==> src/rtl/inv_factorial_seq.sv <==
// -----------------------------------------------------------------------------
// inv_factorial_seq
//
// Sequential inverse-factorial finder. For an unsigned operand V it walks the
// factorial sequence (1!, 2!, 3!, ...) one multiply per clock. It reports the
// largest n with n! <= V, whether V is exactly n!, and an error flag when V == 0.
// A start/done handshake drives it.
//
// Optional build macro: INV_FACT_REM_EN
//   When defined, it adds the rem output and its register, which holds V - n_out!.
//
// Ports:
//   clk    in   rising-edge clock
//   rst_n  in   asynchronous active-low reset
//   start  in   request, sampled only while idle
//   value  in   operand V [WIDTH], latched on an accepted start
//   busy   out  high in CALC and DONE
//   done   out  one-cycle completion pulse
//   n_out  out  result n [CNT_W], held until the next result
//   exact  out  V == n_out!
//   err    out  V == 0 (no valid n)
//   rem    out  V - n_out! [WIDTH] (INV_FACT_REM_EN only)
// -----------------------------------------------------------------------------
module inv_factorial_seq #(
    parameter int WIDTH = 32,
    parameter int CNT_W = 5
) (
    input  logic             clk,
    input  logic             rst_n,
    input  logic             start,
    input  logic [WIDTH-1:0] value,
    output logic             busy,
    output logic             done,
    output logic [CNT_W-1:0] n_out,
    output logic             exact,
    output logic             err
`ifdef INV_FACT_REM_EN
    ,
    output logic [WIDTH-1:0] rem
`endif
);

    typedef enum logic [1:0] {
        IDLE = 2'd0,
        CALC = 2'd1,
        DONE = 2'd2
    } state_t;

    state_t             state_reg, state_next;
    logic [WIDTH-1:0]   acc_reg, acc_next;
    logic [CNT_W-1:0]   k_reg, k_next;
    logic [WIDTH-1:0]   vreg_reg, vreg_next;
    logic [CNT_W-1:0]   n_out_reg, n_out_next;
    logic               exact_reg, exact_next;
    logic               err_reg, err_next;
`ifdef INV_FACT_REM_EN
    logic [WIDTH-1:0]   rem_reg, rem_next;
`endif

    // The candidate (k+1)! is formed at double width. A product that passes
    // 2^WIDTH-1 therefore compares as "too big". It cannot wrap into a small
    // value that would look valid.
    logic [CNT_W-1:0]   k_inc;
    logic [2*WIDTH-1:0] nxt;

    assign k_inc = k_reg + 1'b1;
    assign nxt   = {{WIDTH{1'b0}}, acc_reg} * {{(2*WIDTH-CNT_W){1'b0}}, k_inc};

    always_ff @(posedge clk or negedge rst_n) begin
        if (!rst_n) begin
            state_reg <= IDLE;
            acc_reg   <= {{(WIDTH-1){1'b0}}, 1'b1};
            k_reg     <= {{(CNT_W-1){1'b0}}, 1'b1};
            vreg_reg  <= '0;
            n_out_reg <= '0;
            exact_reg <= 1'b0;
            err_reg   <= 1'b0;
`ifdef INV_FACT_REM_EN
            rem_reg   <= '0;
`endif
        end else begin
            state_reg <= state_next;
            acc_reg   <= acc_next;
            k_reg     <= k_next;
            vreg_reg  <= vreg_next;
            n_out_reg <= n_out_next;
            exact_reg <= exact_next;
            err_reg   <= err_next;
`ifdef INV_FACT_REM_EN
            rem_reg   <= rem_next;
`endif
        end
    end

    always_comb begin
        state_next = state_reg;
        acc_next   = acc_reg;
        k_next     = k_reg;
        vreg_next  = vreg_reg;
        n_out_next = n_out_reg;
        exact_next = exact_reg;
        err_next   = err_reg;
`ifdef INV_FACT_REM_EN
        rem_next   = rem_reg;
`endif
        case (state_reg)
            IDLE: begin
                if (start) begin
                    vreg_next = value;
                    acc_next  = {{(WIDTH-1){1'b0}}, 1'b1};
                    k_next    = {{(CNT_W-1){1'b0}}, 1'b1};
                    if (value == '0) begin
                        // V == 0 has no valid n. Skip the search entirely.
                        state_next = DONE;
                        n_out_next = '0;
                        exact_next = 1'b0;
                        err_next   = 1'b1;
`ifdef INV_FACT_REM_EN
                        rem_next   = '0;
`endif
                    end else begin
                        state_next = CALC;
                    end
                end
            end
            CALC: begin
                // Stop as soon as the next factorial passes V. The search
                // starts at k=1, so V == 1 resolves to n=1 and not to n=0.
                if (nxt > {{WIDTH{1'b0}}, vreg_reg}) begin
                    state_next = DONE;
                    n_out_next = k_reg;
                    exact_next = (acc_reg == vreg_reg);
                    err_next   = 1'b0;
`ifdef INV_FACT_REM_EN
                    rem_next   = vreg_reg - acc_reg;
`endif
                end else begin
                    acc_next = nxt[WIDTH-1:0];
                    k_next   = k_inc;
                end
            end
            DONE: begin
                // A start that arrives alongside done is dropped on purpose.
                state_next = IDLE;
            end
            default: begin
                state_next = IDLE;
            end
        endcase
    end

    assign busy  = (state_reg != IDLE);
    assign done  = (state_reg == DONE);
    assign n_out = n_out_reg;
    assign exact = exact_reg;
    assign err   = err_reg;
`ifdef INV_FACT_REM_EN
    assign rem   = rem_reg;
`endif

endmodule

==> config.mk <==
export PLATFORM = sky130hd
export DESIGN_NAME = inv_factorial_seq
export DESIGN_NICKNAME = d
export VERILOG_FILES = /design/src/rtl/inv_factorial_seq.sv
export SDC_FILE = /design/constraint.sdc
export NUM_CORES = 1
export LEC_CHECK = 0
export BUFFER_PORTS_ARGS = -buffer_cell sky130_fd_sc_hd__clkbuf_2
export CAP_MARGIN = 40
export CORE_ASPECT_RATIO = 1.5
export CORE_MARGIN = 3
export CORE_UTILIZATION = 50
export CTS_BUF_LIST = sky130_fd_sc_hd__clkbuf_2 sky130_fd_sc_hd__clkbuf_4 sky130_fd_sc_hd__clkbuf_8
export CTS_CLUSTER_SIZE = 30
export DETAILED_ROUTE_END_ITERATION = 10
export HOLD_SLACK_MARGIN = 0.12
export PLACE_DENSITY_LB_ADDON = 0.1
export SLEW_MARGIN = 5
export SYNTH_ARGS = -nofsm -noshare
export SYNTH_HDL_FRONTEND = slang
export SYNTH_SLANG_ARGS = --single-unit
==> constraint.sdc <==
create_clock -name clk -period 9 [get_ports clk]
set_input_delay 1.35 -clock clk [delete_from_list [all_inputs] [get_ports clk]]
set_output_delay 1.35 -clock clk [all_outputs]
set_load 0.01 [all_outputs]
## Word level (Yosys, flattened, before mapping)

Cells that the tools add are included.

| operators by class | value |
|---|---|
| add/sub/neg operators | 1 |
| multipliers | 1 |
| order comparisons | 1 |
| equality and inequality tests | 7 |
| multiplexer cells | 22 |
| reduce and logical (&&, ||, !) cells | 8 |

Operators by type and width:

| kind | number |
|---|---|
| 2-to-1 mux 32 bit | 2 |
| one-hot mux 32 bit (2 select lines) | 1 |
| greater-than comparator 37 x 32 -> 1 bit | 1 |
| multiplier 32 x 5 -> 37 bit | 1 |
| equality test 32 bit | 1 |
| zero test 32 bit | 1 |
| 2-to-1 mux 5 bit | 5 |
| one-hot mux 5 bit (2 select lines) | 2 |
| inequality test 2 bit, second input constant | 4 |
| 2-to-1 mux 1 bit | 6 |
| 2-to-1 mux 2 bit | 3 |
| adder 5 x 1 -> 5 bit, second input constant | 1 |
| one-hot mux 1 bit (2 select lines) | 2 |
| one-hot mux 2 bit (2 select lines) | 1 |
| AND reduction 2 bit | 2 |
| AND reduction 4 bit | 1 |
| nonzero test 2 bit | 2 |
| AND reduction 3 bit | 1 |
| equality test 2 x 1 -> 1 bit, second input constant | 1 |
| equality test 2 bit, second input constant | 1 |
| zero test 2 bit | 1 |

| word-level totals | value |
|---|---|
| flip-flop bits (word level) | 78 |

## Depth between registers and ports, before layout

| depth | value |
|---|---|
| word-level depth | 5 |
| gate-level depth with buffers | 32 |
| gate-level depth less buffers | 29 |

## Least setup slack after synthesis

No wires, ideal clock.

| path | value |
|---|---|
| kind | flip-flop to flip-flop |
| start point | register k_reg[0] |
| end point | register acc_reg[1] |
| arrival | 6.989 ns |
| data required time | 8.879 ns |
| slack | 1.890 ns |
| cell stages (with the launch flop) | 31 |
| buffers on the path | 5 |
| cells stage by stage | dfstp_2 > clkbuf_1 > nand3_1 > xnor2_1 > clkbuf_1 > and2_1 > fa_1 > fa_1 > inv_1 > fa_1 > inv_1 > ha_1 > clkbuf_1 > nand4_1 > nor2_1 > nand3_1 > o211ai_1 > and2_1 > a31oi_1 > o21ai_0 > xor2_1 > ha_1 > a2111o_1 > a211oi_1 > o41a_1 > a31oi_1 > a2111oi_4 > and2_1 > buf_4 > buf_6 > o21ai_1 |

| on the way | value |
|---|---|
| cells in the longest elaborated chain, start to end | 5 |
| elaborated cells between the ends (all ways) | 7 |
| classes of those cells | add/sub (1); mul (1); order compare (1); eq/ne (1); mux (2); reduce/logical (1) |

RTL lines:

| element | RTL line | text |
|---|---|---|
| start, declared | 51 | `logic [CNT_W-1:0] k_reg, k_next;` |
| start signal, assigned | 73 | `k_reg <= {{(CNT_W-1){1'b0}}, 1'b1};` |
| start signal, assigned | 84 | `k_reg <= k_next;` |
| adder 5 x 1 -> 5 bit (*) | 66 | `assign k_inc = k_reg + 1'b1;` |
| multiplier 32 x 5 -> 37 bit (*) | 67 | `assign nxt = {{WIDTH{1'b0}}, acc_reg} * {{(2*WIDTH-CNT_W){1'b0}}, k_inc};` |
| greater-than comparator 37 x 32 -> 1 bit | 129 | `if (nxt > {{WIDTH{1'b0}}, vreg_reg}) begin` |
| inequality test 2 bit (no line) | n/a |  |
| AND reduction 3 bit (no line) | n/a |  |
| end signal, assigned | 72 | `acc_reg <= {{(WIDTH-1){1'b0}}, 1'b1};` |
| end signal, assigned | 83 | `acc_reg <= acc_next;` |
| end, declared | 50 | `logic [WIDTH-1:0] acc_reg, acc_next;` |

Every way passes the cells marked *; elsewhere a longest branch is shown, timed or not. The select of a mux whose other input is x is not followed.
A chain may end at the register's enable or synchronous reset.

## Final worst setup path

| path | value |
|---|---|
| start point | register k_reg[0] |
| end point | register acc_reg[17] |

The elaborated chain is that of the path after synthesis.

==> qor.yml <==
top_usage_layer: "met2"
fill_cells: 1840
clock_latency_ps: 390
mostFrequentLayoutCell: "inv_1"
leakagePower_nw: 5.26
ys_dominant_reg_cell: "dfrtp_1"
fin_ws_ps: 619
fin_nets: 1366
path_common_cell: "buf_4"
synth_area_mm2: 0.00966
worstMarginPinSlew_ps: 900
skew_ps: 10.7
rows: 61
clockBufferDepth: 2
most-common-layout-cells: "inv_1 (151), nand2_1 (137), and2_1 (108)"
slowest_stage: "fa_1"
cts_tree: "done"
critPathCaptureType: "flop"
critical_path_class: "flop to flop"
cts_resized: 0
relSlewSlack_pct: 39.9
path_delay_family: "compound AO/OA/AOI/OAI gates"
start_util_pct: 51.4
async_reset_ff_share_pct: 100
cp.arrival_ps: 8650
drt-pass1-iter-count: 8
crit_fanout: 37
use_met2_pct: 50.6
ir_drop_v: 0.000193
clock_tree.root_cell: "clkbuf_8"
cts_made_buffers: 9
slowest_delay_ps: 550
finalMaxSlewViolations: 0
vias: 8081
die_y_um: 176
grt_overflow_total: 0
dp_worst_setup_slack_ps: 661
io_pins: 44
gr-usage-met1_pct: 32.4
grt_pass1_wl_um: 45200
clock_sinks: 78
grtUsageTotal_pct: 27.8
place_area_mm2: 0.0101
status: "completed"
drive_gt1_share_pct: 7.88
area_growth_pct: 7.07
cts_setup_buffers: 0
first_iter_violations: 482
antenna_found_initial: 0
synth_edf_count: 0
holdBufCountCts: 0
final.setup.tns_ps: 0
routedWlPerCell_um: 19.8
drt-total-wl_um: 28100
max_freq_mhz: 119
synth_fp_nets: 1343
rsz0062_at_grt: "false"
avgViaCountPerCell: 5.69
drv_cap: 0
synth_area_per_cell_um2: 8.47
cp-start-kind: "flop"
power.density_mw_per_mm2: 307
dieArea_mm2: 0.0211
synth_cells: 1140
whs_ps: 512
synth.distinct_cells: 65
grt_max_degree: 46
setup_viol: 0
h-tree-depth: 3
hold_path.class: "flop to flop"
yosysWarnings: 0
worstPathRequired_ps: 9270
yosysSeqAreaShare_pct: 20.2
core-area_mm2: 0.0188
drc: 0
grtUsageMet3_pct: 2.98
crit_buf_inv: 6
period_minus_slack_ps: 8380
clk_pin_slew_worst_paths_ps: 90
ant_nets: 0
hold_viol: 0
finalWeightedCongestion: 0.916
ys_ff_latch: 78
die_width_um: 119
final_cell_area_mm2: 0.0103
place_hpwl_um: 22900
fin_crit_sh_pct: 93.1
port_buffers: 43
grt_pass1_vias: 8338
==> final cells by class <==
| class | count | area (um2) | share of cell area [%] |
|---|---|---|---|
| antenna | 1 | 2.50 | 0.0242 |
| tap | 252 | 315 | 3.05 |
| sequential | 78 | 1950 | 18.9 |
| clock buffer | 11 | 145 | 1.40 |
| clock inverter | 5 | 57.6 | 0.557 |
| inverter | 151 | 567 | 5.48 |
| multi-input combinational | 865 | 6950 | 67.2 |
| timing repair buffer | 58 | 350 | 3.39 |
==> power breakdown <==
| group | switching [W] | internal, W |
|---|---|---|
| combinational | 0.00139 | 0.000832 |
| clock | 0.000147 | 0.000139 |
| sequential | 0.000174 | 0.000491 |
==> synth_stat cells (all sizes together) (14+ instances only) <==
master	instances	area (um2)
clkbuf	30	113
o21ai	78	390
nor2	27	104
nand3	30	150
a21o	29	218
nand2	138	526
xnor2	54	473
and2	108	676
dfrtp	76	1900
ha	78	976
nand4	25	156
buf	16	97.6
nor2b	14	87.6
nand2b	30	188
fa	90	1800
a21oi	45	233
inv	151	567
==> final timing paths <==
path,to,cells past startpoint,startpoint,slack (ps)
max in group asynchronous,acc_reg[0],2,rst_n,7450
hold reg to reg,n_out[2],1,n_out[2],510
hold / removal,n_out[2],1,n_out[2],510
setup / recovery,acc_reg[17],29,k_reg[0],620
min in group asynchronous,acc_reg[22],1,rst_n,910
setup reg to reg,acc_reg[17],29,k_reg[0],620
==> through the flow <==
stage,power [W],utilization (%),instances
global placement,0.00286,53.8,1403
global route,0.00346,55.1,1420
CTS,0.00318,55.1,1420
detailed placement,0.00289,54.0,1404
floorplan,0.00215,-,1140
finish,0.00318,55.1,1421
==> routing by layer <==
layer / routed length (um) / vias to the layer above
li1: - / 3796
met2: 14900 / 233
met5: 0 / -
met4: 1430 / 0
met1: 10700 / 3988
met3: 1070 / 64
==> worst reg2reg max path, delay by kind of cell, from the launching register on <==
| family | cells | cell delay, ps |
|---|---|---|
| adder cells (fa/ha/maj) | 5 | 2210 |
| AND/OR/NAND/NOR | 5 | 910 |
| XOR/XNOR | 2 | 500 |
| flip-flops | 1 | 540 |
| buffers and inverters | 6 | 1220 |
| AO/OA/AOI/OAI | 11 | 2890 |
==> logic make-up after synthesis <==
family,synth area share (%)
mux,0.829
flops,20.2
compound gates,14.1
fa+ha+maj,28.8
buf+inv,8.05
simple gates,22.2
xor+xnor,5.80
Note: power is estimated with default switching activity, not from simulation.
